--- src/rtl/sram_rw_initiator.sv ---
// Request/response front end for a single-port SRAM with a 2-cycle read path.
// Reads are tracked through a 2-stage in-flight pipe and land in a credit-protected response FIFO.
`timescale 1ns/1ps
module sram_rw_initiator #(
    parameter int DATA_WIDTH = 32,
    parameter int ADDR_WIDTH = 7,
    parameter int RSP_DEPTH  = 4
) (
    input  logic                  clk0,
    input  logic                  rst0,
    input  logic                  req_valid,
    output logic                  req_ready,
    input  logic                  req_we,
    input  logic [ADDR_WIDTH-1:0] req_addr,
    input  logic [DATA_WIDTH-1:0] req_wdata,
    output logic                  rsp_valid,
    input  logic                  rsp_ready,
    output logic [DATA_WIDTH-1:0] rsp_rdata,
    output logic                  csb0,
    output logic                  web0,
    output logic [ADDR_WIDTH-1:0] addr0,
    output logic [DATA_WIDTH-1:0] din0,
    input  logic [DATA_WIDTH-1:0] dout0,
    input  logic                  read_valid,
    output logic                  err
);

    localparam int PTR_W = $clog2(RSP_DEPTH);
    localparam int CNT_W = PTR_W + 1;

    logic                  issue_q, issue_d;
    logic                  cap_q, cap_d;
    logic [PTR_W-1:0]      wr_ptr_q, wr_ptr_d;
    logic [PTR_W-1:0]      rd_ptr_q, rd_ptr_d;
    logic [CNT_W-1:0]      count_q, count_d;
    logic                  csb_q, csb_d;
    logic                  web_q, web_d;
    logic [ADDR_WIDTH-1:0] addr_q, addr_d;
    logic [DATA_WIDTH-1:0] din_q, din_d;
    logic                  err_q, err_d;
    logic                  rst_mask_q;
    logic [DATA_WIDTH-1:0] mem_q [RSP_DEPTH];

    logic [CNT_W:0]        credits;
    logic                  accept;
    logic                  push;
    logic                  pop;

    // Every read in flight already owns a FIFO slot, so the FIFO can never overflow.
    assign credits   = {1'b0, count_q} + (CNT_W+1)'(issue_q) + (CNT_W+1)'(cap_q);
    assign req_ready = ~rst0 & (credits < (CNT_W+1)'(RSP_DEPTH));
    assign accept    = req_valid & req_ready;
    assign push      = cap_q;
    assign rsp_valid = (count_q != '0);
    assign pop       = rsp_valid & rsp_ready;
    assign rsp_rdata = mem_q[rd_ptr_q];

    assign csb0 = csb_q;
    assign web0 = web_q;
    assign addr0 = addr_q;
    assign din0 = din_q;
    assign err = err_q;

    always_comb begin
        issue_d  = accept & ~req_we;
        cap_d    = issue_q;
        csb_d    = 1'b1;
        web_d    = 1'b1;
        addr_d   = addr_q;
        din_d    = din_q;
        wr_ptr_d = wr_ptr_q;
        rd_ptr_d = rd_ptr_q;
        count_d  = count_q;
        if (accept) begin
            csb_d  = 1'b0;
            web_d  = ~req_we;
            addr_d = req_addr;
            din_d  = req_wdata;
        end
        if (push) begin
            wr_ptr_d = wr_ptr_q + PTR_W'(1);
        end
        if (pop) begin
            rd_ptr_d = rd_ptr_q + PTR_W'(1);
        end
        case ({push, pop})
            2'b10:   count_d = count_q + CNT_W'(1);
            2'b01:   count_d = count_q - CNT_W'(1);
            default: count_d = count_q;
        endcase
        // A strobe for a read issued just before reset is expected on the first edge out of reset.
        err_d = err_q | (~rst_mask_q & (read_valid != cap_q));
    end

    always_ff @(posedge clk0) begin
        if (rst0) begin
            issue_q    <= 1'b0;
            cap_q      <= 1'b0;
            wr_ptr_q   <= '0;
            rd_ptr_q   <= '0;
            count_q    <= '0;
            csb_q      <= 1'b1;
            web_q      <= 1'b1;
            addr_q     <= '0;
            din_q      <= '0;
            err_q      <= 1'b0;
            rst_mask_q <= 1'b1;
        end else begin
            issue_q    <= issue_d;
            cap_q      <= cap_d;
            wr_ptr_q   <= wr_ptr_d;
            rd_ptr_q   <= rd_ptr_d;
            count_q    <= count_d;
            csb_q      <= csb_d;
            web_q      <= web_d;
            addr_q     <= addr_d;
            din_q      <= din_d;
            err_q      <= err_d;
            rst_mask_q <= 1'b0;
        end
    end

    always_ff @(posedge clk0) begin
        if (!rst0 && push) begin
            mem_q[wr_ptr_q] <= dout0;
        end
    end

endmodule
--- config.mk ---
export PLATFORM = sky130hd
export DESIGN_NAME = sram_rw_initiator
export DESIGN_NICKNAME = d
export VERILOG_FILES = /design/src/rtl/sram_rw_initiator.sv
export SDC_FILE = /design/constraint.sdc
export NUM_CORES = 1
export LEC_CHECK = 0
export CORE_ASPECT_RATIO = 0.6
export CORE_MARGIN = 1
export CORE_UTILIZATION = 40
export CTS_CLUSTER_SIZE = 28
export DETAILED_ROUTE_END_ITERATION = 12
export PLACE_DENSITY = 0.68
export SYNTH_ARGS = -nofsm -noshare
export SYNTH_HDL_FRONTEND = slang
export SYNTH_SLANG_ARGS = --single-unit
--- constraint.sdc ---
create_clock -name clk0 -period 1.74 [get_ports clk0]
set_input_delay 0.174 -clock clk0 [delete_from_list [all_inputs] [get_ports clk0]]
set_output_delay 0.174 -clock clk0 [all_outputs]
set_load 0.005 [all_outputs]
==> results.toml <==
[outcome]
outcome = "complete, but fails checks"
violations = "setup timing"

[die]
core_mm2 = 0.0166
start_util_pct = 41.8
die_w_um = 172
io_pins = 153
dieArea_mm2 = 0.0179
num_rows = 36
fp.dieH_um = 104

[finish]
drive_gt1_share_pct = 34.2
nFillCells = 1239
syn_to_final_growth_pct = 40.0
diodes = 0
stdcell_area_mm2 = 0.00973
post-route-util_pct = 58.5
final_cells = 793
fin_nets = 636

[sta]
max_freq_ghz = 0.525
slew_violations = 0
relSlewSlack_pct = 65.3
tightest_slew_ps = 521
min_period_ps = 1900
setup_viol = 72
fin_tns_setup_ps = -8630
finalHoldViolCount = 0
hold_ws_ps = 133
rsz0062_at_grt = "true"
finClkSkew_ps = 8.78
setup_slack_ps = -164
fin_crit_sh_pct = 109

[worst_setup_path]
cp.arrival_ps = 2210
r2r_setup_slack_ps = -160
reg2reg_depth = 5
startpoint = "count_q[0]$_SDFFE_PP0P_"
cp.required_ps = 2040
r2r-end = "din0[14]$_SDFFE_PP0P_"
cp_cell_sequence = "ha_4 > a211o_1 > or3b_4 > clkbuf_16 > mux2_4"
setup.worst_path.class = "reg2reg"
worstSetupStartpointType = "register"
reg2reg_from = "count_q[0]$_SDFFE_PP0P_"
crit_slowest_cell = "or3b_4"
critPathMaxStageDelay_ps = 510
path_max_fanout = 8
worstSetupEndpointType = "register"

[power]
power.density_mw_per_mm2 = 1030
p_leak_nw = 3.54
irDropWorstVdd_mv = 0.573

[yosys]
ys.flop_type = "edfxtp_1"
synth_top_area_share_pct = 55.3
synth-edff-count = 128
synth_top_family_by_area = "multiplexers"
yosys_register_bits = 182
synth_compound_area_share_pct = 0.666
synthTopCellsByArea = "edfxtp_1, dfxtp_1, mux4_2"
synthMostInstantiatedCell = "edfxtp_1"
synth_area_leader_cell = "edfxtp_1"
synth_xor_area_share_pct = 0.756
synthArstFlopShare_pct = 0
synth_adder_area_share_pct = 1.37
ys_top_cells_by_count = "edfxtp_1, dfxtp_1, nor2b_1"
synth_area_mm2 = 0.00695
yosys.area_share.simple_pct = 5.09
yosysSeqAreaShare_pct = 70.8
postSynthCellCount = 359
avgSynthCellArea_um2 = 19.4
syn-num-nets = 443
synth_mux_area_share_pct = 18.9
synth_cell_types = 29
yosysWarnings = 0

[hold_path]
hold_path.class = "in2reg"
min_to = "web0$_SDFF_PP1_"
min_path_cells = 4
min-delay-start = "rst0"

[flow_run]
drv_cap = 0

[drt]
viasPerCell = 4.74
drc = 0
initialDrtViolationCount = 191
wirelength_um = 14400
wl_per_cell_um = 18.2
dr.pass1.iters = 4
drtAntennaViolNets = 0
vias = 3760

[grt]
grt_max_degree = 51
grt_pass1_wl_um = 22100
grtUsageTotal_pct = 16.7
antenna_found_initial = 0
grt_pass1_vias = 4018
grt-ovfl-total = 0

[clock_tree]
cts_buffers = 17
htreeDepth = 4
cts_sinks = 182
postCtsHoldBufs = 0
cts_tree = "yes"
clkLatencyLatePin_ps = 420
cts_root_buf = "clkbuf_16"
path_clk_slew_ps = 70
clock_path_buffers = 2

[place]
hpwlAfterDp_um = 9080
gp_congestion = 0.732
placed_area_mm2 = 0.00895
dp.cells = 745
io_buffers = 152
## per-layer routing
layer / up-vias / share of wire, % / GRT usage [%] / wire length [um]
li1: 1757 / - / - / -
met5: - / 0 / 0 / 0
met3: 12 / 4.5 / 4.53 / 650
met4: 0 / 1.1 / 5.56 / 165
met2: 93 / 46 / 25.6 / 6640
met1: 1898 / 48 / 23.0 / 6940
## cells by family after synthesis
| logic type | count (synthesis) |
|---|---|
| compound gates | 7 |
| xor+xnor | 6 |
| fa+ha+maj | 7 |
| buf+inv | 24 |
| flops | 182 |
| mux | 72 |
| simple gates | 61 |
## metrics by stage
step	setup WS [ps]	total power, mW
after global routing	-201	10.4
after global placement	-262	6.20
final	-164	10.0
after CTS	-163	10.1
after floorplan	-82.1	5.50
after detailed placement	-330	6.22
## how the worst max path moves through the flow
| stage | endpoint | slack (ps) | cells past startpoint |
|---|---|---|---|
| after global routing | rsp_rdata[3] | -200 | 4 |
| after detailed placement | count_q[2]$_SDFFE_PP0P_ | -330 | 8 |
| after floorplan | addr0[0]$_SDFFE_PP0P_ | -80 | 6 |
| final | din0[14]$_SDFFE_PP0P_ | -160 | 5 |
| after CTS | rsp_rdata[27] | -160 | 4 |
| after global placement | count_q[2]$_SDFFE_PP0P_ | -260 | 8 |
## power breakdown
group | total [mW] | internal, mW | switching [mW]
Sequential | 4.82 | 4.75 | 0.0730
Combinational | 1.46 | 0.963 | 0.500
Clock | 3.75 | 2.13 | 1.62
## cell type report
cell class                      count  area (um^2)  share of cell area, %
Clock buffer                       18          429                   4.41
Clock inverter                     14          154                   1.58
Inverter                            7         26.3                  0.270
Tap cell                          228          285                   2.93
Timing Repair Buffer              191         1990                   20.4
Sequential cell                   182         4940                   50.8
Multi-Input combinational cell    153         1910                   19.6
## flip-flops by register name (all words and copies together), names as in the netlist, named ones only
| name | flops |
|---|---|
| csb0 | 1 |
| rd_ptr_q | 2 |
| addr0 | 7 |
| wr_ptr_q | 2 |
| cap_q | 1 |
| err | 1 |
| web0 | 1 |
| cap_d | 1 |
| count_q | 3 |
| mem_q | 128 |
| rst_mask_q | 1 |
| din0 | 32 |
## worst max-delay path, delay by kind of cell (launching register included)
family                     cells  cell delay, ps
AOI/OAI and AO/OA              1             270
adders and majority gates      1             150
buffers and inverters          1             210
DFF                            1             360
muxes                          1             300
and+or+nand+nor                1             510
## placed cells by master (no fill, tap or decap), drive strengths merged, types with 2 or more instances in the layout
cell / synthesis / layout
ha: 6 / 6
or3: 2 / 2
mux4: 32 / 32
a21oi: 3 / 3
bufinv: 0 / 2
clkbuf: 8 / 22
inv: 7 / 9
clkdlybuf4s50: 0 / 117
edfxtp: 128 / 128
nor2b: 39 / 39
nor2: 12 / 12
mux2: 39 / 39
and2: 4 / 4
clkinv: 0 / 10
buf: 9 / 69
dfxtp: 54 / 54
xnor2: 2 / 2
xor2: 4 / 4
## repair_timing
item | 4_1_cts | 5_1_grt
pin swaps | 4 | 3
setup buffers | 9 | 0
gates cloned | 5 | 5
resized for setup | 146 | 12
setup endpoints to repair | 75 | 83
No activity file was read; power rests on OpenSTA's default activity.
